===== config.mk =====
export PLATFORM = sky130hd
export DESIGN_NAME = bcd_uart_tx
export DESIGN_NICKNAME = d
export VERILOG_FILES = /design/src/rtl/bcd_uart_pkg.sv /design/src/rtl/bcd_uart_tx_byte.sv /design/src/rtl/bcd_uart_tx.sv
export SDC_FILE = /design/constraint.sdc
export NUM_CORES = 1
export LEC_CHECK = 0
export ABC_AREA = 1
export ABC_CLOCK_PERIOD_IN_PS = 2900
export CORE_MARGIN = 5
export CORE_UTILIZATION = 45
export CTS_BUF_LIST = sky130_fd_sc_hd__clkbuf_4 sky130_fd_sc_hd__clkbuf_8 sky130_fd_sc_hd__clkbuf_16
export CTS_CLUSTER_SIZE = 28
export DETAILED_ROUTE_END_ITERATION = 8
export PLACE_DENSITY = 0.61
export SYNTH_ARGS = -nofsm -noshare
export SYNTH_HDL_FRONTEND = slang
export SYNTH_SLANG_ARGS = --single-unit

===== constraint.sdc =====
create_clock -name clk -period 2.9 [get_ports clk]
set_input_delay 0.58 -clock clk [delete_from_list [all_inputs] [get_ports clk]]
set_output_delay 0.58 -clock clk [all_outputs]
set_load 0.01 [all_outputs]

===== src/rtl/bcd_uart_pkg.sv =====
// bcd_uart_pkg
//   Shared types and constants for the BCD-to-ASCII UART transmitter.
//   - state_t     : byte serializer states (IDLE, START, DATA, STOP)
//   - ASCII_*     : characters emitted on the line
//   - baud_div()  : clocks per serial bit, rounded to nearest
//   - digit_char(): maps one BCD digit to its ASCII character ('?' if > 9)
package bcd_uart_pkg;

    typedef enum logic [1:0] {
        IDLE  = 2'd0,
        START = 2'd1,
        DATA  = 2'd2,
        STOP  = 2'd3
    } state_t;

    localparam logic [7:0] ASCII_ZERO = 8'h30;
    localparam logic [7:0] ASCII_ERR  = 8'h3F;
    localparam logic [7:0] ASCII_CR   = 8'h0D;
    localparam logic [7:0] ASCII_LF   = 8'h0A;

    // Rounded division so the bit period error stays within half a clock.
    function automatic int baud_div(input int clk_hz, input int baud);
        return (clk_hz + baud / 2) / baud;
    endfunction

    function automatic logic [7:0] digit_char(input logic [3:0] d);
        return (d > 4'd9) ? ASCII_ERR : (ASCII_ZERO + {4'h0, d});
    endfunction

endpackage


===== src/rtl/bcd_uart_tx_byte.sv =====
// uart_tx_byte
//   8N1 byte serializer with a valid/ready handshake. Owns the baud
//   counter, the bit counter and the frame FSM. A byte offered while the
//   stop bit finishes is accepted on that same edge, so back-to-back bytes
//   leave no idle gap on the line.
// Ports:
//   clk, reset : clock, asynchronous active-high reset
//   valid      : a byte is offered on data
//   data       : byte to send (sampled when valid && ready)
//   ready      : serializer can take a byte this cycle
//   fin        : last stop bit ends this cycle and nothing new follows
//   txd        : registered serial output, idle high
module uart_tx_byte
    import bcd_uart_pkg::*;
#(
    parameter int DIV = 434
) (
    input  logic       clk,
    input  logic       reset,
    input  logic       valid,
    input  logic [7:0] data,
    output logic       ready,
    output logic       fin,
    output logic       txd
);

    localparam int CW = (DIV > 1) ? $clog2(DIV) : 1;

    state_t        state, state_next;
    logic [CW-1:0] baud_cnt;
    logic [2:0]    bit_cnt;
    logic [7:0]    shreg;
    logic          wrap;
    logic          accept;
    logic          txd_next;

    // End of the current serial bit.
    assign wrap = (baud_cnt == CW'(DIV - 1));

    // State register
    always_ff @(posedge clk or posedge reset) begin
        if (reset) state <= IDLE;
        else       state <= state_next;
    end

    // Next-state logic
    always_comb begin
        state_next = state;
        case (state)
            IDLE:  if (valid) state_next = START;
            START: if (wrap) state_next = DATA;
            DATA:  if (wrap && bit_cnt == 3'd7) state_next = STOP;
            STOP:  if (wrap) state_next = valid ? START : IDLE;
            default: state_next = IDLE;
        endcase
    end

    // Output logic: handshake plus the value txd takes on the next edge.
    always_comb begin
        ready    = (state == IDLE) || (state == STOP && wrap);
        accept   = ready && valid;
        fin      = (state == STOP) && wrap && !valid;
        txd_next = txd;
        case (state)
            IDLE:  if (valid) txd_next = 1'b0;
            START: if (wrap) txd_next = shreg[0];
            // shreg[1] is the next bit because the shift happens on this edge
            DATA:  if (wrap) txd_next = (bit_cnt == 3'd7) ? 1'b1 : shreg[1];
            STOP:  if (wrap) txd_next = valid ? 1'b0 : 1'b1;
            default: txd_next = 1'b1;
        endcase
    end

    // Datapath: counters, shift register and the txd flop.
    always_ff @(posedge clk or posedge reset) begin
        if (reset) begin
            txd      <= 1'b1;
            baud_cnt <= '0;
            bit_cnt  <= '0;
            shreg    <= '0;
        end else begin
            txd <= txd_next;
            if (accept) begin
                shreg    <= data;
                baud_cnt <= '0;
                bit_cnt  <= '0;
            end else if (state != IDLE) begin
                baud_cnt <= wrap ? '0 : baud_cnt + 1'b1;
                if (state == DATA && wrap) begin
                    shreg   <= shreg >> 1;
                    bit_cnt <= bit_cnt + 3'd1;
                end
            end
        end
    end

endmodule


===== src/rtl/bcd_uart_tx.sv =====
// bcd_uart_tx
//   Sends four BCD digits as an ASCII decimal string followed by CR LF
//   over an 8N1 serial line. Digits are latched on start; leading zeros
//   are optionally dropped (the ones digit is always sent).
// Ports:
//   clk, reset            : clock, asynchronous active-high reset
//   start                 : transmit request, honoured only while busy=0
//   thou, hund, ten, one  : BCD digits, most significant first
//   busy                  : string in progress
//   done                  : one-cycle pulse when the string completes
//   txd                   : serial output, idle high
module bcd_uart_tx
    import bcd_uart_pkg::*;
#(
    parameter int CLK_HZ      = 50_000_000,
    parameter int BAUD        = 115_200,
    parameter int SUPPRESS_LZ = 1
) (
    input  logic       clk,
    input  logic       reset,
    input  logic       start,
    input  logic [3:0] thou,
    input  logic [3:0] hund,
    input  logic [3:0] ten,
    input  logic [3:0] one,
    output logic       busy,
    output logic       done,
    output logic       txd
);

    localparam int DIV = baud_div(CLK_HZ, BAUD);

    logic [5:0][7:0] full;      // all six characters, unsuppressed
    logic [5:0][7:0] list_in;   // compacted list built from live inputs
    logic [5:0][7:0] list_q;    // list latched at start
    logic [1:0]      fs;        // position of first digit to send
    logic [2:0]      n_in, n_q; // character count
    logic [2:0]      idx;       // character currently on the line
    logic [2:0]      nxt;
    logic            valid, ready, fin, accept;
    logic [7:0]      data;

    // Build the character list straight from the inputs so the first start
    // bit can go out on the same edge that latches the digits.
    always_comb begin
        full[0] = digit_char(thou);
        full[1] = digit_char(hund);
        full[2] = digit_char(ten);
        full[3] = digit_char(one);
        full[4] = ASCII_CR;
        full[5] = ASCII_LF;

        // A digit > 9 is nonzero here, so '?' is never suppressed.
        fs = 2'd0;
        if (SUPPRESS_LZ != 0) begin
            if      (thou != 4'd0) fs = 2'd0;
            else if (hund != 4'd0) fs = 2'd1;
            else if (ten  != 4'd0) fs = 2'd2;
            else                   fs = 2'd3;
        end

        for (int j = 0; j < 6; j++) begin
            list_in[3'(j)] = ASCII_LF;
            if (j + int'(fs) < 6) list_in[3'(j)] = full[3'(j + int'(fs))];
        end
        n_in = 3'd6 - {1'b0, fs};
    end

    // While idle the request itself is the handshake; while busy the next
    // latched character is offered whenever one remains.
    always_comb begin
        nxt = idx + 3'd1;
        if (!busy) begin
            valid = start;
            data  = list_in[0];
        end else begin
            valid = (nxt < n_q);
            data  = (nxt < 3'd6) ? list_q[nxt] : ASCII_LF;
        end
        accept = valid && ready;
    end

    always_ff @(posedge clk or posedge reset) begin
        if (reset) begin
            busy   <= 1'b0;
            done   <= 1'b0;
            idx    <= '0;
            n_q    <= '0;
            list_q <= '0;
        end else begin
            done <= 1'b0;
            if (!busy) begin
                if (start) begin
                    busy   <= 1'b1;
                    list_q <= list_in;
                    n_q    <= n_in;
                    idx    <= '0;
                end
            end else begin
                if (accept) idx <= idx + 3'd1;
                if (fin) begin
                    busy <= 1'b0;
                    done <= 1'b1;
                    idx  <= '0;
                end
            end
        end
    end

    uart_tx_byte #(.DIV(DIV)) u_byte (
        .clk   (clk),
        .reset (reset),
        .valid (valid),
        .data  (data),
        .ready (ready),
        .fin   (fin),
        .txd   (txd)
    );

endmodule


==> Yosys cells after proc, flatten, opt, wreduce, memory -nomap -nowiden <==
Cells that the tools add are included.
{ "totals": {"inputBits": 19, "output_inout_bits": 3, "ff_bits": 79, "word_cells": 131} }
{ "classes": {"eq_ne": 11, "order_cmp": 15, "add_sub_neg": 11, "reduce_logical": 20, "bitwise_logic": 1, "muxes": 58} }
{ "ops": {"columns": ["op", "n"], "rows": [
  ["8-bit two-way mux", 17],
  ["8-bit binary-select mux with 3-bit select", 4],
  ["32-bit by 4-bit less-than comparator with 1-bit output, second input constant", 3],
  ["6-bit by 4-bit adder with 7-bit output, first input constant", 4],
  ["7-bit two-way mux", 4],
  ["9-bit two-way mux", 3],
  ["3-bit two-way mux", 7],
  ["8-bit binary-select mux with 2-bit select", 1],
  ["4-bit > comparator, second input constant", 4],
  ["3-bit by 5-bit less-than comparator with 1-bit output, second input constant", 3],
  ["1-bit two-way mux", 14],
  ["2-bit two-way mux", 6],
  ["4-bit nonzero test", 3],
  ["2-bit by 1-bit != test with 1-bit output, second input constant", 5],
  ["9-bit by 1-bit adder with 9-bit output, second input constant", 1],
  ["9-bit equality test, second input constant", 1],
  ["2-bit case mux with 4 select lines", 1],
  ["4-bit AND reduction", 2],
  ["2-bit nonzero test", 4],
  ["2-bit by 2-bit adder with 3-bit output, first input constant", 2],
  ["3-bit by 1-bit adder with 3-bit output, second input constant", 2],
  ["2-bit AND reduction", 3],
  ["1-bit logical AND", 5],
  ["2-bit equality test, second input constant", 2],
  ["other kinds (15)", 15]
]} }

==> Longest topological paths before layout <==
{ "logic_depth": {"depth_word": 9, "ltp_mapped": 13, "mapped_depth_nobuf": 12} }

==> Cells and area by module <==
A second synthesis with hierarchy kept.
{ "hier_totals": {"cells_unflattened": 465, "area_unflattened_um2": 3363.2} }
{ "by_module_without_submodules": {"columns": ["mod", "n_inst", "cells_per_inst", "area_per_inst_um2", "seq_area_each_um2"], "rows": [
  ["bcd_uart_tx", 1, 290, 1971.9, 675.6],
  ["uart_tx_byte", 1, 175, 1391.3, 576.8]
]} }

==> Worst setup path after synthesis <==
Ideal clock, no wire load.
{ "synth_timing": {"path_type": "input-to-reg", "from": "input port thou[0]", "to": "register list_q[25] (netlist bit)", "slack_ns": 0.786, "n_path_buf": 0, "setup_time_ns": 0.117, "t_required_ns": 2.783, "stages": 10, "arrival_ns": 1.997, "cell_sequence": "inv_1 -> nand4_1 -> nor2_2 -> inv_1 -> ha_1 -> nor2_1 -> o21bai_1 -> a21oi_1 -> nor2_1 -> nor2_1"} }
{ "synth_via": {"elab_chain_cells": 7, "elab_cells_between_ends": 11, "classes_between": "add/sub (2); order compare (2); mux (6); reduce/logical (1)"} }
{ "synth_rtl": {"columns": ["element", "line_no", "source"], "rows": [
  ["from (decl)", "bcd_uart_tx.sv:22", "input logic [3:0] thou,"],
  ["parallel branches: the longest is 6 deep, another holds 32-bit by 4-bit less-than comparator with 1-bit output", null, null],
  ["8-bit two-way mux (*)", "bcd_uart_tx.sv:64", "if (j + int'(fs) < 6) list_in[3'(j)] = full[3'(j + int'(fs))];"],
  ["to (signal assigned)", "bcd_uart_tx.sv:95", "list_q <= list_in;"],
  ["to (decl)", "bcd_uart_tx.sv:35", "logic [5:0][7:0] list_q;"]
]} }
Mark *: on every way between the ends. The select of a mux whose other input is x is not followed.
A chain may end at the register's enable or synchronous reset.

==> Final worst setup path <==
{ "layout_timing": {"from": "register idx[0]", "to": "register u_byte.state[0]"} }
{ "layout_via": {"elab_chain_cells": 6, "elab_cells_between_ends": 8, "classes_between": "add/sub (1); order compare (1); eq/ne (1); mux (4); reduce/logical (1)"} }
{ "layout_rtl": {"columns": ["element", "line_no", "source"], "rows": [
  ["from (decl)", "bcd_uart_tx.sv:38", "logic [2:0] idx;"],
  ["from (signal assigned)", "bcd_uart_tx.sv:100", "if (accept) idx <= idx + 3'd1;"],
  ["3-bit by 1-bit adder with 3-bit output (*)", "bcd_uart_tx.sv:72", "nxt = idx + 3'd1;"],
  ["3-bit less-than comparator (*)", "bcd_uart_tx.sv:77", "valid = (nxt < n_q);"],
  ["1-bit two-way mux (*)", "bcd_uart_tx.sv:73", "if (!busy) begin"],
  ["1-bit two-way mux", "bcd_uart_tx_byte.sv:53", "STOP: if (wrap) state_next = valid ? START : IDLE;"],
  ["2-bit two-way mux", "bcd_uart_tx_byte.sv:53", null],
  ["2-bit case mux with 4 select lines", "bcd_uart_tx_byte.sv:49", "case (state)"],
  ["to (signal assigned)", "bcd_uart_tx_byte.sv:43", "else state <= state_next;"],
  ["to (decl)", "bcd_uart_tx_byte.sv:29", "state_t state, state_next;"]
]} }
Mark *: on every way between the ends. The rest lies on a longest branch, timed or not. The select of a mux whose other input is x is not followed.

==> results.toml <==
[status]
result_of_the_run = "finished, final reports clean"

[finish]
register_area_um2 = 1250
final_core_utilization_pct = 52.6
fill_cells = 748
final_nets = 518
fin_cells = 581
multi_input_area_um2 = 1840
post_route_cells_drive_above_1_share_pct = 12.9
insertedDiodeCount = 0
areaGrowthSynthToFinish_pct = 12.7

[critical_path]
setup.worst_path.end_class = "flip-flop"
r2r_setup_slack_ns = 0.45
timing.critical_path.required_ns = 3.13
worstRegToRegCells = 12
critical_path_class = "reg -> reg"
worst_path_max_delay_cell = "dfrtp_1"
critical-path-max-stage-delay_ns = 0.39
crit_path_buffers_inverters = 1
regToRegEndpoint = "u_byte.state[0]"
timing.critical_path.mode_cell = "ha_1"
regToRegStartpoint = "idx[0]"
timing.critical_path.fanout_max = 11
crit_family = "simple AND/OR/NAND/NOR gates"
crit_path_cell_trace = "ha_1 -> xor2_2 -> ha_1 -> a21oi_1 -> nand3_2 -> nand2_4 -> inv_2 -> nand2_2 -> nand2_1 -> nor2_2 -> o21ai_1 -> o21ai_0"
cp-start-kind = "flip-flop"
worst_ep_arrival_time_ns = 2.68

[worst_hold_path]
hold_path_sink = "list_q[4]"
min-delay-start = "list_q[4]"
holdCritPathClass = "reg -> reg"
min_delay_path_depth = 2

[synthesis]
synthesis.area_um2 = 3400
leading_register_cell_type_out_of_synthesis = "dfrtp_1"
synth_top_area_cell = "dfrtp_1"
synthesis.yosys.warnings = 16
synth_top_cells_by_area = "dfrtp_1, nand2_1, ha_1, inv_1, nand3_1"
share_of_synthesized_flip_flops_with_an_asynchronous_set_or_reset_pct = 100
yosys.cell_types.count = 41
yosysSeqAreaShare_pct = 36.8
post_synth_inst_count = 456
synth-seq-cells = 50
synth_enable_flop_cells = 0
post-synth-top-area-fraction_pct = 36.1
syn_avg_cell_area_um2 = 7.46
mappedNetlistNets = 492

[power]
leakagePower_uw = 0.00187
relative_contribution_of_sequential_cells_to_total_power_pct = 52.6
comb_power_share_pct = 8.8
power_density_nw_per_um2 = 345
power.switching_fraction_pct = 23.0
intPower_uw = 1020
vdd_drop_max_uv = 197
net-switching-power_uw = 304
power.share.clock_pct = 38.5

[route]
dr.pass1.iters = 5
remaining_drc_errors = 0
postRouteWirelength_mm = 8.07
route.antenna.remaining_nets = 0
vias_per_cell = 5.23
vias = 3036
avgRoutedWirePerCell_um = 13.9
initialDrtViolationCount = 147

[timing]
final.setup.tns_ns = 0
rsz0062_at_grt = "false"
finalCriticalPeriod_ns = 2.45
report.final.slew_viol_count = 0
worst_clock_skew_ns = 0.0104
fin_crit_sh_pct = 84.4
report.final.hold_viol_count = 0
maxClockFrequency_mhz = 409
worst-slew-pin-transition_ns = 0.491
setup_viol_count_final = 0
max-slew-margin-rel_pct = 66.9

[floorplanning]
fp-row-count = 31
design.die.area_um2 = 9400
die_height_um = 96.9
core_region_area_um2 = 7290
boundaryPins = 22
initial_core_utilization_pct = 46.6
die-width_um = 96.9

[clock_tree]
cts.hold.buffers_added = 0
cts_buffers = 5
clk_pin_slew_ns = 0.10
cts_setup_buffers = 0
post_cts_resize_count = 0
cts.path.max_buffers = 2
cts_tree = "yes"
cts.htree.levels = 2
clkLatencyLatePin_ns = 0.30
ctsRootBufferMaster = "clkbuf_8"
cts.sink_count = 50

[global_route]
grt_start_max_net_pins = 22
grt_pass1_wl_mm = 14.2
initial_antenna_violation_count = 0
vias_in_the_first_global_route = 2926
grt_ovf = 0
global_route.usage.total_pct = 17.9

[placed_design]
globalplace.congestion = 0.950
dp_hpwl_mm = 6.45
placedCellCount = 574
placement.io_buffers = 21

[flow_run]
cap_violations = 0
-- layout make-up --
| cell class | count | share of cell area (%) |
|---|---|---|
| multi-input cells | 335 | 48.1 |
| clock buffers | 6 | 2.15 |
| clock inverters | 1 | 0.783 |
| well taps | 99 | 3.23 |
| repair buffers | 29 | 7.05 |
| flip-flops and latches | 50 | 32.7 |
| inverters | 61 | 6.04 |
-- worst register-to-register path: cells and delay by family, from the launching register on --
kind | cells | cell delay [ns]
buf+inv | 1 | 0.07
fa+ha+maj | 2 | 0.54
simple gates | 5 | 0.76
flops | 1 | 0.39
compound gates | 3 | 0.33
xor+xnor | 1 | 0.30
-- power groups by stage --
stage	Combinational, µW	Sequential [µW]	Clock, µW
2_1_floorplan	66.8	710	0
3_3_place_gp	117	710	0
4_1_cts	117	697	525
3_5_place_dp	117	710	0
6_report	117	697	510
5_1_grt	131	697	552
-- metrics by stage --
step	hold slack, ns	power (µW)	instance area, µm²	setup WS [ns]
5_1_grt	0.518	1380	3830	0.248
6_report	0.468	1320	3830	0.454
3_3_place_gp	0.438	828	3720	0.344
3_5_place_dp	0.454	828	3720	0.365
2_1_floorplan	0.422	777	3400	0.786
4_1_cts	0.478	1340	3830	0.441
-- layout by cell type (no fill, tap or decap), drive strengths merged, types with 2 or more instances in the layout --
| cell type | n |
|---|---|
| o21bai | 2 |
| o31ai | 5 |
| a21oi | 28 |
| ha | 17 |
| o211ai | 6 |
| o21ai | 37 |
| xor2 | 3 |
| nor3 | 14 |
| inv | 59 |
| nand4 | 6 |
| or2 | 4 |
| clkinv | 2 |
| nor2 | 45 |
| buf | 8 |
| nand3 | 37 |
| a31oi | 3 |
| nand2 | 116 |
| clkbuf | 6 |
| clkdlybuf4s50 | 21 |
| o22ai | 6 |
| dfrtp | 49 |
-- sequential cells by signal (all words and copies together) (netlist names) --
signal,cells
busy,1
done,1
idx,3
list_q,20
n_q,2
u_byte.baud_cnt,9
u_byte.bit_cnt,3
u_byte.shreg,8
u_byte.state,2
u_byte.txd,1
-- cells by family after synthesis --
family / after synthesis / share of synthesized area [%]
adder cells (fa/ha/maj): 17 / 6.25
buffers and inverters: 71 / 8.98
multiplexers: 1 / 0.294
XOR/XNOR: 3 / 0.994
flip-flops: 50 / 36.8
AO/OA/AOI/OAI: 90 / 15.1
AND/OR/NAND/NOR: 224 / 31.6
-- metal layers --
| layer | global-route usage [%] | vias up | routed length, µm |
|---|---|---|---|
| met1 | 26.9 | 1388 | 4110 |
| met3 | 2.88 | 14 | 328 |
| met5 | 0 | - | 0 |
| met2 | 26.5 | 78 | 3510 |
| met4 | 4.75 | 0 | 123 |
| li1 | - | 1556 | - |
-- how the worst max path moves through the flow --
stage / slack (ns) / end / start / cells after the start
final: 0.45 / u_byte.state[0] / idx[0] / 12
after global routing: 0.25 / u_byte.state[0] / idx[0] / 12
after CTS: 0.44 / u_byte.state[0] / idx[0] / 12
after detailed placement: 0.37 / list_q[25] / hund[3] / 13
after global placement: 0.34 / list_q[25] / hund[3] / 13
after floorplan: 0.79 / list_q[25] / thou[0] / 10
-- synth_stat cells (2+ instances only) --
master / count
nand2_1: 100
dfrtp_1: 49
inv_1: 48
nor2_1: 42
nand3_1: 33
a21oi_1: 28
o21ai_0: 24
ha_1: 17
nand2_2: 12
o21ai_1: 12
inv_2: 10
nor3_1: 9
nand4_1: 6
o211ai_1: 6
o22ai_1: 6
buf_2: 5
o31ai_1: 5
buf_6: 4
nand2_4: 4
nand3_2: 4
nor3_2: 4
a31oi_1: 3
or2_2: 3
clkinv_1: 2
nor2_2: 2
o21bai_1: 2
xor2_1: 2
No activity file was read; power rests on OpenSTA's default activity.
